===== config.mk =====
export PLATFORM = sky130hd
export DESIGN_NAME = exc_ctrl
export DESIGN_NICKNAME = d
export VERILOG_FILES = /design/src/rtl/exc_ctrl.sv
export SDC_FILE = /design/constraint.sdc
export NUM_CORES = 1
export LEC_CHECK = 0
export BUFFER_PORTS_ARGS = -buffer_cell sky130_fd_sc_hd__buf_4
export CAP_MARGIN = 10
export CORE_ASPECT_RATIO = 0.5
export CORE_MARGIN = 2
export CORE_UTILIZATION = 30
export DETAILED_ROUTE_END_ITERATION = 8
export SLEW_MARGIN = 20
export SYNTH_ARGS = -nofsm -noshare
export SYNTH_HDL_FRONTEND = slang
export SYNTH_SLANG_ARGS = --single-unit

===== constraint.sdc =====
create_clock -name clk -period 9.4 [get_ports clk]
set_input_delay 1.88 -clock clk [delete_from_list [all_inputs] [get_ports clk]]
set_output_delay 1.88 -clock clk [all_outputs]
set_load 0.005 [all_outputs]

===== src/rtl/exc_ctrl.sv =====
// CP0 exception controller: SR/Cause/EPC/PRId registers and the pipeline
// flush/redirect sequencing for interrupts, exceptions and ERET.
module exc_ctrl (
    input  logic        clk,
    input  logic        reset,
    input  logic        exc_get,
    input  logic [4:0]  exc_code,
    input  logic [31:0] pc_m,
    input  logic        bd_m,
    input  logic [5:0]  hw_int,
    input  logic        eret_m,
    input  logic        mtc0_we,
    input  logic [4:0]  c0_addr,
    input  logic [31:0] mtc0_wdata,
    output logic [31:0] mfc0_rdata,
    output logic        flush,
    output logic        busy,
    output logic        redir_valid,
    output logic [31:0] redir_pc,
    input  logic        redir_ready,
    output logic [31:0] epc
);

    localparam int unsigned XLEN   = 32;
    localparam int unsigned CODE_W = 5;
    localparam int unsigned INT_W  = 6;
    localparam int unsigned CNT_W  = 2;

    localparam logic [XLEN-1:0] PRID_VAL = 32'h0000_4C38;
    localparam logic [XLEN-1:0] EXC_VEC  = 32'h0000_4180;
    localparam logic [4:0]      ADDR_SR    = 5'd12;
    localparam logic [4:0]      ADDR_CAUSE = 5'd13;
    localparam logic [4:0]      ADDR_EPC   = 5'd14;
    localparam logic [4:0]      ADDR_PRID  = 5'd15;

    typedef enum logic [1:0] {
        IDLE     = 2'd0,
        FLUSH    = 2'd1,
        REDIRECT = 2'd2
    } state_e;

    state_e              state_q, state_d;
    logic [CNT_W-1:0]    cnt_q, cnt_d;
    logic [INT_W-1:0]    im_q, im_d;
    logic                exl_q, exl_d;
    logic                ie_q, ie_d;
    logic                bd_q, bd_d;
    logic [INT_W-1:0]    ip_q, ip_d;
    logic [CODE_W-1:0]   exc_code_q, exc_code_d;
    logic [XLEN-1:0]     epc_q, epc_d;
    logic [XLEN-1:0]     target_q, target_d;
    logic                flush_q, flush_d;
    logic                busy_q, busy_d;
    logic                redir_valid_q, redir_valid_d;

    logic                int_req;
    logic [XLEN-1:0]     epc_evt;
    logic [XLEN-1:0]     sr_rd;
    logic [XLEN-1:0]     cause_rd;

    assign int_req  = (|(hw_int & im_q)) & ie_q & ~exl_q;
    // Restart address: the branch owning a delay slot, word aligned.
    assign epc_evt  = (bd_m ? (pc_m - 32'd4) : pc_m) & ~32'h0000_0003;
    assign sr_rd    = {16'h0000, im_q, 8'h00, exl_q, ie_q};
    assign cause_rd = {bd_q, 15'h0000, ip_q, 3'b000, exc_code_q, 2'b00};

    always_comb begin
        unique case (c0_addr)
            ADDR_SR:    mfc0_rdata = sr_rd;
            ADDR_CAUSE: mfc0_rdata = cause_rd;
            ADDR_EPC:   mfc0_rdata = epc_q;
            ADDR_PRID:  mfc0_rdata = PRID_VAL;
            default:    mfc0_rdata = '0;
        endcase
    end

    // Next-state, register update and output decode.
    always_comb begin
        state_d    = state_q;
        cnt_d      = cnt_q;
        im_d       = im_q;
        exl_d      = exl_q;
        ie_d       = ie_q;
        bd_d       = bd_q;
        ip_d       = hw_int;
        exc_code_d = exc_code_q;
        epc_d      = epc_q;
        target_d   = target_q;

        if (mtc0_we && !busy_q) begin
            if (c0_addr == ADDR_SR) begin
                im_d  = mtc0_wdata[15:10];
                exl_d = mtc0_wdata[1];
                ie_d  = mtc0_wdata[0];
            end else if (c0_addr == ADDR_EPC) begin
                epc_d = mtc0_wdata;
            end
        end

        // Taken events come after mtc0 so they override EXL/EPC.
        unique case (state_q)
            IDLE: begin
                if (int_req || exc_get) begin
                    exl_d      = 1'b1;
                    bd_d       = bd_m;
                    exc_code_d = int_req ? CODE_W'(0) : exc_code;
                    epc_d      = epc_evt;
                    target_d   = EXC_VEC;
                    cnt_d      = CNT_W'(1);
                    state_d    = FLUSH;
                end else if (eret_m) begin
                    exl_d    = 1'b0;
                    target_d = epc_q;
                    cnt_d    = CNT_W'(1);
                    state_d  = FLUSH;
                end
            end
            FLUSH: begin
                if (cnt_q == CNT_W'(0)) begin
                    state_d = REDIRECT;
                end else begin
                    cnt_d = cnt_q - CNT_W'(1);
                end
            end
            REDIRECT: begin
                if (redir_ready) begin
                    state_d = IDLE;
                end
            end
            default: state_d = IDLE;
        endcase

        flush_d       = (state_d == FLUSH);
        busy_d        = (state_d != IDLE);
        redir_valid_d = (state_d == REDIRECT);
    end

    always_ff @(posedge clk or posedge reset) begin
        if (reset) begin
            state_q       <= IDLE;
            cnt_q         <= '0;
            im_q          <= '0;
            exl_q         <= 1'b0;
            ie_q          <= 1'b0;
            bd_q          <= 1'b0;
            ip_q          <= '0;
            exc_code_q    <= '0;
            epc_q         <= '0;
            target_q      <= '0;
            flush_q       <= 1'b0;
            busy_q        <= 1'b0;
            redir_valid_q <= 1'b0;
        end else begin
            state_q       <= state_d;
            cnt_q         <= cnt_d;
            im_q          <= im_d;
            exl_q         <= exl_d;
            ie_q          <= ie_d;
            bd_q          <= bd_d;
            ip_q          <= ip_d;
            exc_code_q    <= exc_code_d;
            epc_q         <= epc_d;
            target_q      <= target_d;
            flush_q       <= flush_d;
            busy_q        <= busy_d;
            redir_valid_q <= redir_valid_d;
        end
    end

    assign flush       = flush_q;
    assign busy        = busy_q;
    assign redir_valid = redir_valid_q;
    assign redir_pc    = target_q;
    assign epc         = epc_q;

endmodule


Yosys cells after proc, flatten, opt, wreduce, memory -nomap -nowiden
Cells that the tools add are included.
Widths: inputs -> output; s select.
- logic and storage cells: 66
- register bits after elaboration: 91
- reductions and logical operators: 13
- add/sub/neg operators: 2
- mux-type cells: 24
- equality and inequality tests: 10
- bitwise gates (word level): 4
- operator list (operator ; count):
    $mux 32 ; 8
    $pmux 32 s4 ; 1
    $sub 32x3->32 const B ; 1
    $eq 5x4->1 const B ; 4
    $mux 2 ; 7
    $and 6x6->6 ; 1
    $pmux 2 s3 ; 1
    $reduce_and 2->1 ; 3
    $reduce_bool 2->1 ; 3
    $reduce_or 6->1 ; 1
    $mux 1 ; 5
    $mux 5 ; 1
    $eq 2x1->1 const B ; 2
    $eq 2x2->1 const B ; 2
    $logic_not 2->1 ; 2
    $pmux 2 s2 ; 1
    $ne 3x3->1 const B ; 1
    $reduce_and 3->1 ; 1
    $and 1x1->1 ; 2
    $ne 2x2->1 const B ; 1
    $sub 2x1->2 const B ; 1
    $logic_and 1x1->1 ; 1
    $logic_not 1->1 ; 1
    $logic_or 1x1->1 ; 1
    $not 1->1 ; 1

Logic depth before layout (Yosys ltp)
- depth after elaboration: 8
- gate-level depth with buffers: 7
- gate-level depth less buffers: 6

Worst setup path before layout
No wires, ideal clock.
- path kind: input to output
- from: input c0_addr[1]
- to: output mfc0_rdata[2]
- arrival: 2.894 ns
- stages on the path: 6
- buffers on the path: 2
- setup slack: 4.626 ns
- required time: 7.520 ns
- cells stage by stage: buf_2 inv_2 nor2_1 clkbuf_1 a22oi_1 nor2_1
- longest elaborated chain between the ends: 2
- elaborated cells between the ends (all ways): 5
- those cells by class: eq/ne: 4; mux: 1
- RTL lines (element ; RTL line ; source):
    start, declared ; 13 ; input logic [4:0] c0_addr,
    $eq 5x4->1 ; 68 ; unique case (c0_addr)
    $pmux 32 s4 (*) ; 68 ;
    end, declared ; 15 ; output logic [31:0] mfc0_rdata,
Mark *: on every way between the ends. The rest lies on a longest branch, timed or not.

Final worst setup path
- from: input c0_addr[1]
- to: output mfc0_rdata[31]
Same word-level chain as after synthesis.

==> flow_metrics.tcl <==
set metrics [dict create \
    postSynth.asyncResetShare 1.000 \
    ant_nets 0 \
    chipHeight_um 94.42 \
    syn_nets 538 \
    synth-seq-cells 91 \
    timing.critical_path.required_ps 7520 \
    timing.setup.critical_path_class "in -> out" \
    hold-worst-slack_ps 478.2 \
    drt-initial-drc-count 322 \
    drc 0 \
    clock_insertion_delay_worst_skew_ps 350 \
    crit_path_end_kind "primary output" \
    drt-wirelength-per-cell_um 20.16 \
    synthSimpleGateAreaFrac 0.1566 \
    yosysMostFrequentCell "sky130_fd_sc_hd__dfrtp_1" \
    floorplan.die_area_um2 17450 \
    final_max_slew_viol_count 0 \
    area_growth_pct 37.24 \
    detail_route.wirelength_um 16960 \
    finalSetupViolations 0 \
    layout_setup_ws_ps 3853 \
    yosysSeqAreaShare 0.4643 \
    synth.distinct_cells 60 \
    layout_min_cycle_time_ps 5547 \
    root_buffer "sky130_fd_sc_hd__clkbuf_16" \
    final.period_utilization 0.5901 \
    groute.usage.overall 0.1955 \
    cts_setup_buffers 0 \
    floorplan_die_width_um 184.8 \
    synthDominantCellAreaShare 0.4643 \
    worstRegToRegCells 4 \
    fin_skew_ps 6.745 \
    number_of_global_route_vias_before_repair 4208 \
    cell_type_with_the_largest_total_area_after_synthesis "sky130_fd_sc_hd__dfrtp_1" \
    dp_hpwl_um 12910 \
    core_area_um2 15700 \
    antenna_found_initial 0 \
    clk_slew_on_worst_s_h_paths_ps 60 \
    postLayoutCoreUtil 0.4289 \
    synthCells 449 \
    globalRouteOverflowTotal 0 \
    synth-main-ff-cell "sky130_fd_sc_hd__dfrtp_1" \
    nNetsFinal 704 \
    largest_family_of_logic_cells_by_synthesized_area "compound AO/OA/AOI/OAI gates" \
    cts-hold-fix-buffers 0 \
    power.density_cell_area_nw_per_um2 264.0 \
    ys.warnings.count 0 \
    synthMuxAreaShare 0.09005 \
    initial_core_util 0.3125 \
    synth_xor_area_frac 0.02143 \
    number_of_cells_traversed_by_the_worst_hold_path 1 \
    mappedNetlistArea_um2 4905 \
    top_level_ports 186 \
    timing.hold.worst.class "reg -> reg" \
    detail_route.first_pass.iterations 5 \
    grt_setup_unrepaired "no" \
    vias 4374 \
    tightestPinTransition_ps 1084 \
    synth_commonest_cells "91 x sky130_fd_sc_hd__dfrtp_1, 34 x sky130_fd_sc_hd__a22o_1, 34 x sky130_fd_sc_hd__mux2i_1" \
    global_route_wire_length_before_repair_um 25410 \
    post_synth_main_area_contributors "sky130_fd_sc_hd__dfrtp_1 46%, sky130_fd_sc_hd__mux2i_1 6.9%, sky130_fd_sc_hd__a22o_1 6.1%" \
    adder_cell_share_of_the_synthesized_area 0.005102 \
    grt_max_degree 59 \
    outcome "finished, final reports clean" \
    tns_ps 0 \
    leakage_nw 3.125 \
    worstSetupStartpointType "input pin" \
    portBuffers 183 \
    place.gp.congestion 0.8376 \
    antenna_cells_inserted 0 \
    worstPathArrival_ps 3670 \
    maxCapViolations 0 \
    syn-mean-instance-area_um2 10.92 \
    worst_slew_margin_rel 0.2733 \
    ir_worst_vdd_mv 0.08208 \
    synth-compound-area-share 0.2122 \
    post_drt_via_cell_ratio 5.201 \
    ctsResizeCount 0 \
    clkSinkCount 91 \
    tritoncts.num_buffers 9 \
    crit_path_max_fanout 22 \
    fmaxAchievable_mhz 180.3 \
    post-place-ws_ps 3890 \
    tritoncts "built" \
    post_route_cells_drive_above_1_share 0.3726 \
    cts.htree.levels 3 \
    synth_enable_flop_cells 0 \
    max-clock-path-buffers 2 \
    core.rowCount 32 \
    finalHoldViolations 0 \
]
[path summary, 6_finish.rpt]
| kind | from | endpoint | slack, ps |
|---|---|---|---|
| hold / removal | cnt_q[0] | cnt_q[0] | 480 |
| setup / recovery | c0_addr[1] | mfc0_rdata[31] | 3850 |
| max in group asynchronous | reset | epc[22] | 6670 |
| setup reg to reg | im_q[0] | epc[9] | 6140 |
| min in group asynchronous | reset | exl_q | 1580 |
| hold reg to reg | cnt_q[0] | cnt_q[0] | 480 |
[where the power goes]
group	total (mW)	switching, mW	internal, mW
combinational	0.680	0.326	0.354
sequential	0.702	0.163	0.539
clock	0.395	0.160	0.235
total	1.78	0.649	1.13
[stage by stage]
| step | power, mW | cell area (um^2) | instances |
|---|---|---|---|
| after floorplan | 1.012 | 4905 | 449 |
| after global placement | 1.372 | 6407 | 825 |
| after detailed placement | 1.384 | 6407 | 825 |
| after CTS | 1.782 | 6731 | 841 |
| after global routing | 1.876 | 6731 | 841 |
| final | 1.777 | 6731 | 841 |
[critical path, stage by stage]
cell and delay, ps:
sky130_fd_sc_hd__buf_4 250, sky130_fd_sc_hd__inv_2 250, sky130_fd_sc_hd__nor2_1 830, sky130_fd_sc_hd__a22oi_1 150, sky130_fd_sc_hd__nor2_1 160, sky130_fd_sc_hd__buf_4 130
[cells by family after synthesis]
| group | count (synthesis) |
|---|---|
| xor+xnor | 12 |
| simple gates | 118 |
| compound gates | 135 |
| buf+inv | 48 |
| flops | 91 |
| mux | 43 |
| fa+ha+maj | 2 |
[layer usage]
metal	wire (um)	global-route usage
met5	0	0
met4	210	0.05159
met3	843	0.04242
met2	7712	0.2962
met1	8190	0.2828
[layout make-up]
| cell class | instances | area, um^2 |
|---|---|---|
| Sequential cell | 91 | 2277 |
| Clock buffer | 9 | 225.2 |
| Clock inverter | 7 | 98.84 |
| Fill cell | 1561 | 8964 |
| Timing Repair Buffer | 188 | 1411 |
| Tap cell | 221 | 276.5 |
| Inverter | 15 | 57.56 |
| Multi-Input combinational cell | 310 | 2385 |
[sequential cells by signal, summed over array words and instances (netlist names), 2 cells and up]
register	cells
epc	32
redir_pc	32
im_q	6
ip_q	6
exc_code_q	5
cnt_q	2
state_q	2
[layout by cell type, fill, tap and decap left out, types with 15 or more instances in the layout]
cell	count
sky130_fd_sc_hd__o31a_1	19
sky130_fd_sc_hd__buf_4	188
sky130_fd_sc_hd__a221oi_1	15
sky130_fd_sc_hd__a22o_1	34
sky130_fd_sc_hd__mux2i_1	34
sky130_fd_sc_hd__nand2_1	16
sky130_fd_sc_hd__a31oi_1	16
sky130_fd_sc_hd__o21ai_0	15
sky130_fd_sc_hd__dfrtp_1	91
sky130_fd_sc_hd__nor2_1	22
sky130_fd_sc_hd__and3_1	17
No activity file was read; power rests on OpenSTA's default activity.
